File: src/rtl/instruction_encoder_pkg.sv
// Shared types for the RV32I instruction encoder: operation set, opcode/funct3
// constants, instruction formats and the per-operation encoding lookup.
package instruction_encoder_pkg;

  typedef enum logic [5:0] {
    lui, auipc, jal, jalr, beq, bne, blt, bge, bltu, bgeu,
    lb, lh, lw, lbu, lhu, sb, sh, sw,
    addi, slti, sltiu, xori, ori, andi, slli, srli, srai,
    add, sub, sll, slt, sltu, xor_, srl, sra, or_, and_,
    fence, system, invalid
  } operation_t;

  typedef enum logic [2:0] {
    FMT_R, FMT_I, FMT_SHIFT, FMT_S, FMT_B, FMT_U, FMT_J, FMT_NONE
  } format_t;

  typedef struct packed {
    format_t    fmt;
    logic [6:0] opcode;
    logic [2:0] funct3;
    logic [6:0] funct7;
  } op_info_t;

  localparam logic [6:0] OPC_LUI    = 7'b0110111;
  localparam logic [6:0] OPC_AUIPC  = 7'b0010111;
  localparam logic [6:0] OPC_JAL    = 7'b1101111;
  localparam logic [6:0] OPC_JALR   = 7'b1100111;
  localparam logic [6:0] OPC_BRANCH = 7'b1100011;
  localparam logic [6:0] OPC_LOAD   = 7'b0000011;
  localparam logic [6:0] OPC_STORE  = 7'b0100011;
  localparam logic [6:0] OPC_OP_IMM = 7'b0010011;
  localparam logic [6:0] OPC_OP     = 7'b0110011;
  localparam logic [6:0] F7_ALT     = 7'b0100000;

  localparam int IMM_I_MIN = -2048;
  localparam int IMM_I_MAX = 2047;
  localparam int IMM_B_MIN = -4096;
  localparam int IMM_B_MAX = 4094;
  localparam int IMM_J_MIN = -1048576;
  localparam int IMM_J_MAX = 1048574;

  // fence/system and anything unknown fall through to FMT_NONE (unencodable).
  function automatic op_info_t op_info(operation_t op);
    op_info_t r;
    r = '{FMT_NONE, 7'd0, 3'd0, 7'd0};
    case (op)
      lui:   r = '{FMT_U, OPC_LUI, 3'd0, 7'd0};
      auipc: r = '{FMT_U, OPC_AUIPC, 3'd0, 7'd0};
      jal:   r = '{FMT_J, OPC_JAL, 3'd0, 7'd0};
      jalr:  r = '{FMT_I, OPC_JALR, 3'd0, 7'd0};
      beq:   r = '{FMT_B, OPC_BRANCH, 3'd0, 7'd0};
      bne:   r = '{FMT_B, OPC_BRANCH, 3'd1, 7'd0};
      blt:   r = '{FMT_B, OPC_BRANCH, 3'd4, 7'd0};
      bge:   r = '{FMT_B, OPC_BRANCH, 3'd5, 7'd0};
      bltu:  r = '{FMT_B, OPC_BRANCH, 3'd6, 7'd0};
      bgeu:  r = '{FMT_B, OPC_BRANCH, 3'd7, 7'd0};
      lb:    r = '{FMT_I, OPC_LOAD, 3'd0, 7'd0};
      lh:    r = '{FMT_I, OPC_LOAD, 3'd1, 7'd0};
      lw:    r = '{FMT_I, OPC_LOAD, 3'd2, 7'd0};
      lbu:   r = '{FMT_I, OPC_LOAD, 3'd4, 7'd0};
      lhu:   r = '{FMT_I, OPC_LOAD, 3'd5, 7'd0};
      sb:    r = '{FMT_S, OPC_STORE, 3'd0, 7'd0};
      sh:    r = '{FMT_S, OPC_STORE, 3'd1, 7'd0};
      sw:    r = '{FMT_S, OPC_STORE, 3'd2, 7'd0};
      addi:  r = '{FMT_I, OPC_OP_IMM, 3'd0, 7'd0};
      slti:  r = '{FMT_I, OPC_OP_IMM, 3'd2, 7'd0};
      sltiu: r = '{FMT_I, OPC_OP_IMM, 3'd3, 7'd0};
      xori:  r = '{FMT_I, OPC_OP_IMM, 3'd4, 7'd0};
      ori:   r = '{FMT_I, OPC_OP_IMM, 3'd6, 7'd0};
      andi:  r = '{FMT_I, OPC_OP_IMM, 3'd7, 7'd0};
      slli:  r = '{FMT_SHIFT, OPC_OP_IMM, 3'd1, 7'd0};
      srli:  r = '{FMT_SHIFT, OPC_OP_IMM, 3'd5, 7'd0};
      srai:  r = '{FMT_SHIFT, OPC_OP_IMM, 3'd5, F7_ALT};
      add:   r = '{FMT_R, OPC_OP, 3'd0, 7'd0};
      sub:   r = '{FMT_R, OPC_OP, 3'd0, F7_ALT};
      sll:   r = '{FMT_R, OPC_OP, 3'd1, 7'd0};
      slt:   r = '{FMT_R, OPC_OP, 3'd2, 7'd0};
      sltu:  r = '{FMT_R, OPC_OP, 3'd3, 7'd0};
      xor_:  r = '{FMT_R, OPC_OP, 3'd4, 7'd0};
      srl:   r = '{FMT_R, OPC_OP, 3'd5, 7'd0};
      sra:   r = '{FMT_R, OPC_OP, 3'd5, F7_ALT};
      or_:   r = '{FMT_R, OPC_OP, 3'd6, 7'd0};
      and_:  r = '{FMT_R, OPC_OP, 3'd7, 7'd0};
      default: r = '{FMT_NONE, 7'd0, 3'd0, 7'd0};
    endcase
    return r;
  endfunction

endpackage

File: src/rtl/instruction_encoder_if.sv
// Record-in / word-out stream bundle between a record producer and the encoder.
interface instruction_encoder_if import instruction_encoder_pkg::*; #(
  parameter int ADDRESS_WIDTH = 8
);
  logic                     in_valid;
  logic                     in_ready;
  operation_t               in_operation;
  logic [4:0]               in_rd;
  logic [4:0]               in_rs1;
  logic [4:0]               in_rs2;
  logic [31:0]              in_immediate;
  logic                     out_valid;
  logic                     out_ready;
  logic [ADDRESS_WIDTH-1:0] out_address;
  logic [31:0]              out_instruction;

  modport master (
    output in_valid, in_operation, in_rd, in_rs1, in_rs2, in_immediate, out_ready,
    input  in_ready, out_valid, out_address, out_instruction
  );
  modport slave (
    input  in_valid, in_operation, in_rd, in_rs1, in_rs2, in_immediate, out_ready,
    output in_ready, out_valid, out_address, out_instruction
  );
endinterface

File: src/rtl/instruction_encoder_sync_fifo.sv
// Small synchronous FIFO with occupancy count; caller never pushes when full
// nor pops when empty.
module sync_fifo #(
  parameter int WIDTH = 32,
  parameter int DEPTH = 2,
  parameter int CW    = $clog2(DEPTH + 1)
) (
  input  logic             clock,
  input  logic             reset,
  input  logic             push,
  input  logic [WIDTH-1:0] push_data,
  input  logic             pop,
  output logic [WIDTH-1:0] pop_data,
  output logic             empty,
  output logic [CW-1:0]    count
);
  localparam int PW = (DEPTH > 1) ? $clog2(DEPTH) : 1;

  logic [WIDTH-1:0] mem [DEPTH];
  logic [PW-1:0]    rd_ptr, wr_ptr;

  function automatic logic [PW-1:0] ptr_inc(logic [PW-1:0] p);
    return (p == PW'(DEPTH - 1)) ? '0 : p + PW'(1);
  endfunction

  always_ff @(posedge clock) begin
    if (push) mem[wr_ptr] <= push_data;
  end

  always_ff @(posedge clock) begin
    if (reset) begin
      rd_ptr <= '0;
      wr_ptr <= '0;
      count  <= '0;
    end else begin
      if (push) wr_ptr <= ptr_inc(wr_ptr);
      if (pop)  rd_ptr <= ptr_inc(rd_ptr);
      if (push && !pop)      count <= count + CW'(1);
      else if (!push && pop) count <= count - CW'(1);
    end
  end

  assign pop_data = mem[rd_ptr];
  assign empty    = (count == '0);
endmodule

File: src/rtl/instruction_encoder.sv
// Packs decoded RV32I records into machine words and streams them, with a
// running word address, towards the instruction-memory write port.
module instruction_encoder import instruction_encoder_pkg::*; #(
  parameter int ADDRESS_WIDTH = 8,
  parameter int FIFO_DEPTH    = 2
) (
  input  logic                     clock,
  input  logic                     reset,
  instruction_encoder_if.slave     bus,
  input  logic                     load_address,
  input  logic [ADDRESS_WIDTH-1:0] base_address,
  input  logic                     clear_error,
  output logic                     error,
  output operation_t               error_operation
);
  localparam int CW = $clog2(FIFO_DEPTH + 1);

  op_info_t                 info;
  logic [31:0]              imm, word;
  logic                     enc_err, accept, push, pop, fifo_empty;
  logic [CW-1:0]            fifo_count;
  logic [ADDRESS_WIDTH-1:0] counter;

  // Encoding is combinational; the FIFO write is the registered encode stage,
  // which gives single-cycle latency from acceptance to the head.
  always_comb begin
    info    = op_info(bus.in_operation);
    imm     = bus.in_immediate;
    word    = '0;
    enc_err = 1'b0;
    case (info.fmt)
      FMT_R: word = {info.funct7, bus.in_rs2, bus.in_rs1, info.funct3, bus.in_rd, info.opcode};
      FMT_I: begin
        enc_err = ($signed(imm) < IMM_I_MIN) || ($signed(imm) > IMM_I_MAX);
        word    = {imm[11:0], bus.in_rs1, info.funct3, bus.in_rd, info.opcode};
      end
      FMT_SHIFT: begin
        enc_err = (imm[31:5] != '0);
        word    = {info.funct7, imm[4:0], bus.in_rs1, info.funct3, bus.in_rd, info.opcode};
      end
      FMT_S: begin
        enc_err = ($signed(imm) < IMM_I_MIN) || ($signed(imm) > IMM_I_MAX);
        word    = {imm[11:5], bus.in_rs2, bus.in_rs1, info.funct3, imm[4:0], info.opcode};
      end
      FMT_B: begin
        enc_err = ($signed(imm) < IMM_B_MIN) || ($signed(imm) > IMM_B_MAX) || imm[0];
        word    = {imm[12], imm[10:5], bus.in_rs2, bus.in_rs1, info.funct3,
                   imm[4:1], imm[11], info.opcode};
      end
      FMT_U: begin
        enc_err = (imm[11:0] != '0);
        word    = {imm[31:12], bus.in_rd, info.opcode};
      end
      FMT_J: begin
        enc_err = ($signed(imm) < IMM_J_MIN) || ($signed(imm) > IMM_J_MAX) || imm[0];
        word    = {imm[20], imm[10:1], imm[11], imm[19:12], bus.in_rd, info.opcode};
      end
      default: enc_err = 1'b1;
    endcase
  end

  assign bus.in_ready = !reset && (fifo_count < CW'(FIFO_DEPTH));
  assign accept       = bus.in_valid && bus.in_ready;
  assign push         = accept && !enc_err;
  assign pop          = bus.out_valid && bus.out_ready;

  sync_fifo #(.WIDTH(32), .DEPTH(FIFO_DEPTH), .CW(CW)) u_fifo (
    .clock     (clock),
    .reset     (reset),
    .push      (push),
    .push_data (word),
    .pop       (pop),
    .pop_data  (bus.out_instruction),
    .empty     (fifo_empty),
    .count     (fifo_count)
  );

  assign bus.out_valid   = !fifo_empty;
  assign bus.out_address = counter;

  always_ff @(posedge clock) begin
    if (reset)             counter <= '0;
    else if (load_address) counter <= base_address;
    else if (pop)          counter <= counter + ADDRESS_WIDTH'(4);
  end

  // A new error wins over clear_error; the first failing op is kept until cleared.
  always_ff @(posedge clock) begin
    if (reset) begin
      error           <= 1'b0;
      error_operation <= invalid;
    end else if (accept && enc_err) begin
      error <= 1'b1;
      if (!error || clear_error) error_operation <= bus.in_operation;
    end else if (clear_error) begin
      error           <= 1'b0;
      error_operation <= invalid;
    end
  end
endmodule

File: src/flat_wrapper.sv
// flat-port wrapper written by rule: the top's interface ports become plain ports
module instruction_encoder_flat import instruction_encoder_pkg::*;
#(
  parameter int ADDRESS_WIDTH = 8,
  parameter int FIFO_DEPTH    = 2
)
  (clock, reset, load_address, base_address, clear_error, error, error_operation, bus_in_valid, bus_in_operation, bus_in_rd, bus_in_rs1, bus_in_rs2, bus_in_immediate, bus_out_ready, bus_in_ready, bus_out_valid, bus_out_address, bus_out_instruction);
  instruction_encoder_if #(.ADDRESS_WIDTH(ADDRESS_WIDTH)) bus_i ();
  input  logic clock;
  input  logic reset;
  input  logic load_address;
  input  logic [ADDRESS_WIDTH-1:0] base_address;
  input  logic clear_error;
  output logic error;
  output operation_t error_operation;
  input wire logic [$bits(bus_i.in_valid)-1:0] bus_in_valid;
  input wire logic [$bits(bus_i.in_operation)-1:0] bus_in_operation;
  input wire logic [$bits(bus_i.in_rd)-1:0] bus_in_rd;
  input wire logic [$bits(bus_i.in_rs1)-1:0] bus_in_rs1;
  input wire logic [$bits(bus_i.in_rs2)-1:0] bus_in_rs2;
  input wire logic [$bits(bus_i.in_immediate)-1:0] bus_in_immediate;
  input wire logic [$bits(bus_i.out_ready)-1:0] bus_out_ready;
  output wire logic [$bits(bus_i.in_ready)-1:0] bus_in_ready;
  output wire logic [$bits(bus_i.out_valid)-1:0] bus_out_valid;
  output wire logic [$bits(bus_i.out_address)-1:0] bus_out_address;
  output wire logic [$bits(bus_i.out_instruction)-1:0] bus_out_instruction;
  assign bus_i.in_valid = bus_in_valid;
  assign bus_i.in_operation = bus_in_operation;
  assign bus_i.in_rd = bus_in_rd;
  assign bus_i.in_rs1 = bus_in_rs1;
  assign bus_i.in_rs2 = bus_in_rs2;
  assign bus_i.in_immediate = bus_in_immediate;
  assign bus_i.out_ready = bus_out_ready;
  assign bus_in_ready = bus_i.in_ready;
  assign bus_out_valid = bus_i.out_valid;
  assign bus_out_address = bus_i.out_address;
  assign bus_out_instruction = bus_i.out_instruction;
  instruction_encoder #(.ADDRESS_WIDTH(ADDRESS_WIDTH), .FIFO_DEPTH(FIFO_DEPTH)) u_core (.clock(clock), .reset(reset), .bus(bus_i), .load_address(load_address), .base_address(base_address), .clear_error(clear_error), .error(error), .error_operation(error_operation));
endmodule
File: config.mk
export PLATFORM = sky130hd
export DESIGN_NAME = instruction_encoder_flat
export DESIGN_NICKNAME = d
export VERILOG_FILES = /design/src/rtl/instruction_encoder_pkg.sv /design/src/rtl/instruction_encoder_if.sv /design/src/rtl/instruction_encoder_sync_fifo.sv /design/src/rtl/instruction_encoder.sv /design/src/flat_wrapper.sv
export SDC_FILE = /design/constraint.sdc
export NUM_CORES = 1
export LEC_CHECK = 0
export ABC_AREA = 1
export CORE_ASPECT_RATIO = 0.75
export CORE_MARGIN = 2
export CORE_UTILIZATION = 53
export DETAILED_ROUTE_END_ITERATION = 8
export PLACE_DENSITY = 0.86
export SKIP_CTS_REPAIR_TIMING = 1
export SLEW_MARGIN = 25
export SYNTH_ARGS = -nofsm -noshare
export SYNTH_HDL_FRONTEND = slang
export SYNTH_SLANG_ARGS = --single-unit
File: constraint.sdc
create_clock -name clock -period 9.7 [get_ports clock]
set_clock_uncertainty 0.1 [all_clocks]
set_input_delay 2.91 -clock clock [delete_from_list [all_inputs] [get_ports clock]]
set_output_delay 2.91 -clock clock [all_outputs]
set_load 0.1 [all_outputs]
==> impl_metrics.json <==
{
  "yosys_warnings": 0,
  "firstDrtPassIters": 5,
  "r2r_slack_ns": 7.60,
  "grt_pass1_vias": 3966,
  "avgSynthCellArea_um2": 9.375,
  "max_freq_mhz": 126.7,
  "async_reset_ff_share_pct": 0,
  "multi_input_area_um2": 2039,
  "crit_type": "primary input to primary output",
  "min_from": "u_core.u_fifo.rd_ptr",
  "fin_ws_ns": 1.810,
  "antenna_found_initial": 0,
  "ant_nets": 0,
  "avgViaCountPerCell": 5.677,
  "area.growth.synth_to_final_pct": 33.95,
  "hpwlAfterDp_um": 8558,
  "start_kind": "primary input",
  "seqCellArea_um2": 2262,
  "synth_ff_type": "edfxtp_1",
  "finalSetupTns_ns": 0,
  "fp-row-count": 29,
  "cts_max_level": 3,
  "yosys-top-cells-count": "nand2_1, edfxtp_1, nor2_1",
  "status": "finished clean",
  "vdd_ir_drop_max_uv": 221.8,
  "stdcell_area_um2": 6116,
  "numCtsBuffers": 9,
  "mappedNetlistArea_um2": 4566,
  "synth.most_common_cell": "nand2_1",
  "reg2reg_from": "u_core.u_fifo.count[1]",
  "worstPathArrival_ns": 4.88,
  "clk_pin_slew_ns": 0.06,
  "hold_depth": 1,
  "ioPinCount": 116,
  "yosysTopAreaCellShare_pct": 40.78,
  "yosys.area.top_type": "edfxtp_1",
  "max_cap_viol_count": 0,
  "port_buffers": 115,
  "leakage_nw": 2.381,
  "globalplace.congestion": 1.017,
  "final_hold_viol_count": 0,
  "clkSinkCount": 82,
  "yosys_register_bits": 82,
  "die_h_um": 84.38,
  "synth_nets": 563,
  "wirelength_um": 11750,
  "worstReg2RegEnd": "u_core.u_fifo.count[1]",
  "grt_pass1_wl_um": 18660,
  "rsz0062_at_grt": "false",
  "nets": 682,
  "core_area_um2": 8418,
  "die_w_um": 111.2,
  "wl_per_cell_um": 16.37,
  "powerDensity_nw_per_um2": 214.2,
  "via_count": 4076,
  "reg2regPathDepth": 10,
  "postLayoutCoreUtil_pct": 72.65,
  "die-area_um2": 9381,
  "crit_start": "reset",
  "clock_latency_ns": 0.33,
  "placed_cell_area_um2": 5833,
  "start_util_pct": 54.24,
  "cts.path.max_buffers": 2,
  "end_kind": "primary output",
  "netlist-cell-type-count": 41,
  "worstPathRequired_ns": 6.69,
  "maxSlewHeadroom_pct": 31.94,
  "diodes": 0,
  "cts-root-buf": "clkbuf_16",
  "setup_viol": 0,
  "drive_gt1_share_pct": 15.25,
  "syn_inst": 487,
  "route.detailed.drc": 0,
  "critPathMaxFanout": 10,
  "hold_class": "register to register",
  "grt_max_degree": 32,
  "dp_slack_ns": 1.807,
  "yosysSeqAreaShare_pct": 49.55,
  "grt_overflow": 0,
  "synth_edf_count": 62,
  "drtIter0Drc": 291,
  "cts_tree": "built",
  "final.min_clock_period_ns": 7.890,
  "worstMarginPinSlew_ns": 1.018,
  "grt_use_total_pct": 24.68,
  "synth.area.top_cells": "edfxtp_1, dfxtp_1, nand2_1, mux2_2, nor2_1",
  "period_share_pct": 81.34,
  "n_fill_cell": 607,
  "maxSlewViolCount": 0
}
[through the flow]
stage	std cells	hold WS [ns]	power, mW
global placement	703	0.3352	0.9744
global route	718	0.3977	1.351
floorplan	487	0.3256	0.8465
finish	718	0.3795	1.310
CTS	718	0.3739	1.313
detailed placement	703	0.3520	0.9838
[state kept, by name, indices dropped and copies added (netlist names), named ones only]
name and flops:
u_core.u_fifo.count 2, u_core.error 1, u_core.error_operation 6, u_core.u_fifo.wr_ptr 1, u_core.bus.out_address 8, u_core.u_fifo.rd_ptr 1
u_core.u_fifo.mem 62
[cell usage in the layout, fill, tap and decap left out, types with 6 or more instances in the layout]
| master | netlist | final |
|---|---|---|
| clkdlybuf4s50_1 | 0 | 115 |
| nand2_1 | 93 | 93 |
| edfxtp_1 | 62 | 62 |
| nor2_1 | 51 | 49 |
| inv_1 | 47 | 47 |
| nand3_1 | 32 | 32 |
| mux2_2 | 31 | 31 |
| o21ai_0 | 26 | 26 |
| dfxtp_1 | 20 | 20 |
| a21oi_1 | 12 | 12 |
| inv_2 | 9 | 9 |
| ha_1 | 9 | 9 |
| clkbuf_16 | 0 | 9 |
| o211ai_1 | 8 | 8 |
| nand4_1 | 7 | 7 |
| nand2_4 | 7 | 7 |
| o21ai_1 | 7 | 7 |
| nand2_2 | 6 | 6 |
| nand3_2 | 6 | 6 |
| nor2_2 | 4 | 6 |
[where the power goes]
group	internal [mW]	switching, mW	leakage [nW]
sequential	0.408	0.0115	0.734
combinational	0.153	0.408	1.50
clock	0.196	0.134	0.143
total	0.757	0.553	2.38
[per-layer routing]
| metal | track usage, % | routed length, um |
|---|---|---|
| met4 | 8.305 | 204 |
| met2 | 41.46 | 5597 |
| met3 | 5.415 | 1040 |
| met1 | 32.10 | 4907 |
| met5 | 0 | 0 |
[area by class of cell]
class	count	area share, %
multi-input cells	337	33.35
inverters	58	3.642
clock buffers	9	3.682
flip-flops and latches	82	36.99
well taps	108	2.209
repair buffers	118	19.19
clock inverters	6	0.9411
[critical path: stages]
cell and delay, ns:
clkdlybuf4s50_1 0.59, nor2_1 0.22, clkdlybuf4s50_1 1.16
[kinds of logic (layout without fill, tap and decap cells)]
group                    after synthesis  after routing  synth area share (%)
flip-flops                            82             82                 49.55
AND/OR/NAND/NOR                      216            216                 22.77
adder cells (fa/ha/maj)                9              9                 2.466
multiplexers                          31             31                 7.646
XOR/XNOR                               4              4                0.7673
buffers and inverters                 68            191                 5.892
AO/OA/AOI/OAI                         77             77                 10.91
[how the worst max path moves through the flow]
stage	endpoint	slack, ns	cells after the start
after floorplan	bus_in_ready	2.29	2
after global placement	bus_in_ready	1.85	3
after detailed placement	bus_in_ready	1.81	3
after CTS	bus_in_ready	1.80	3
after global routing	bus_in_ready	1.71	3
final	bus_in_ready	1.81	3
No activity file was read; power rests on OpenSTA's default activity.
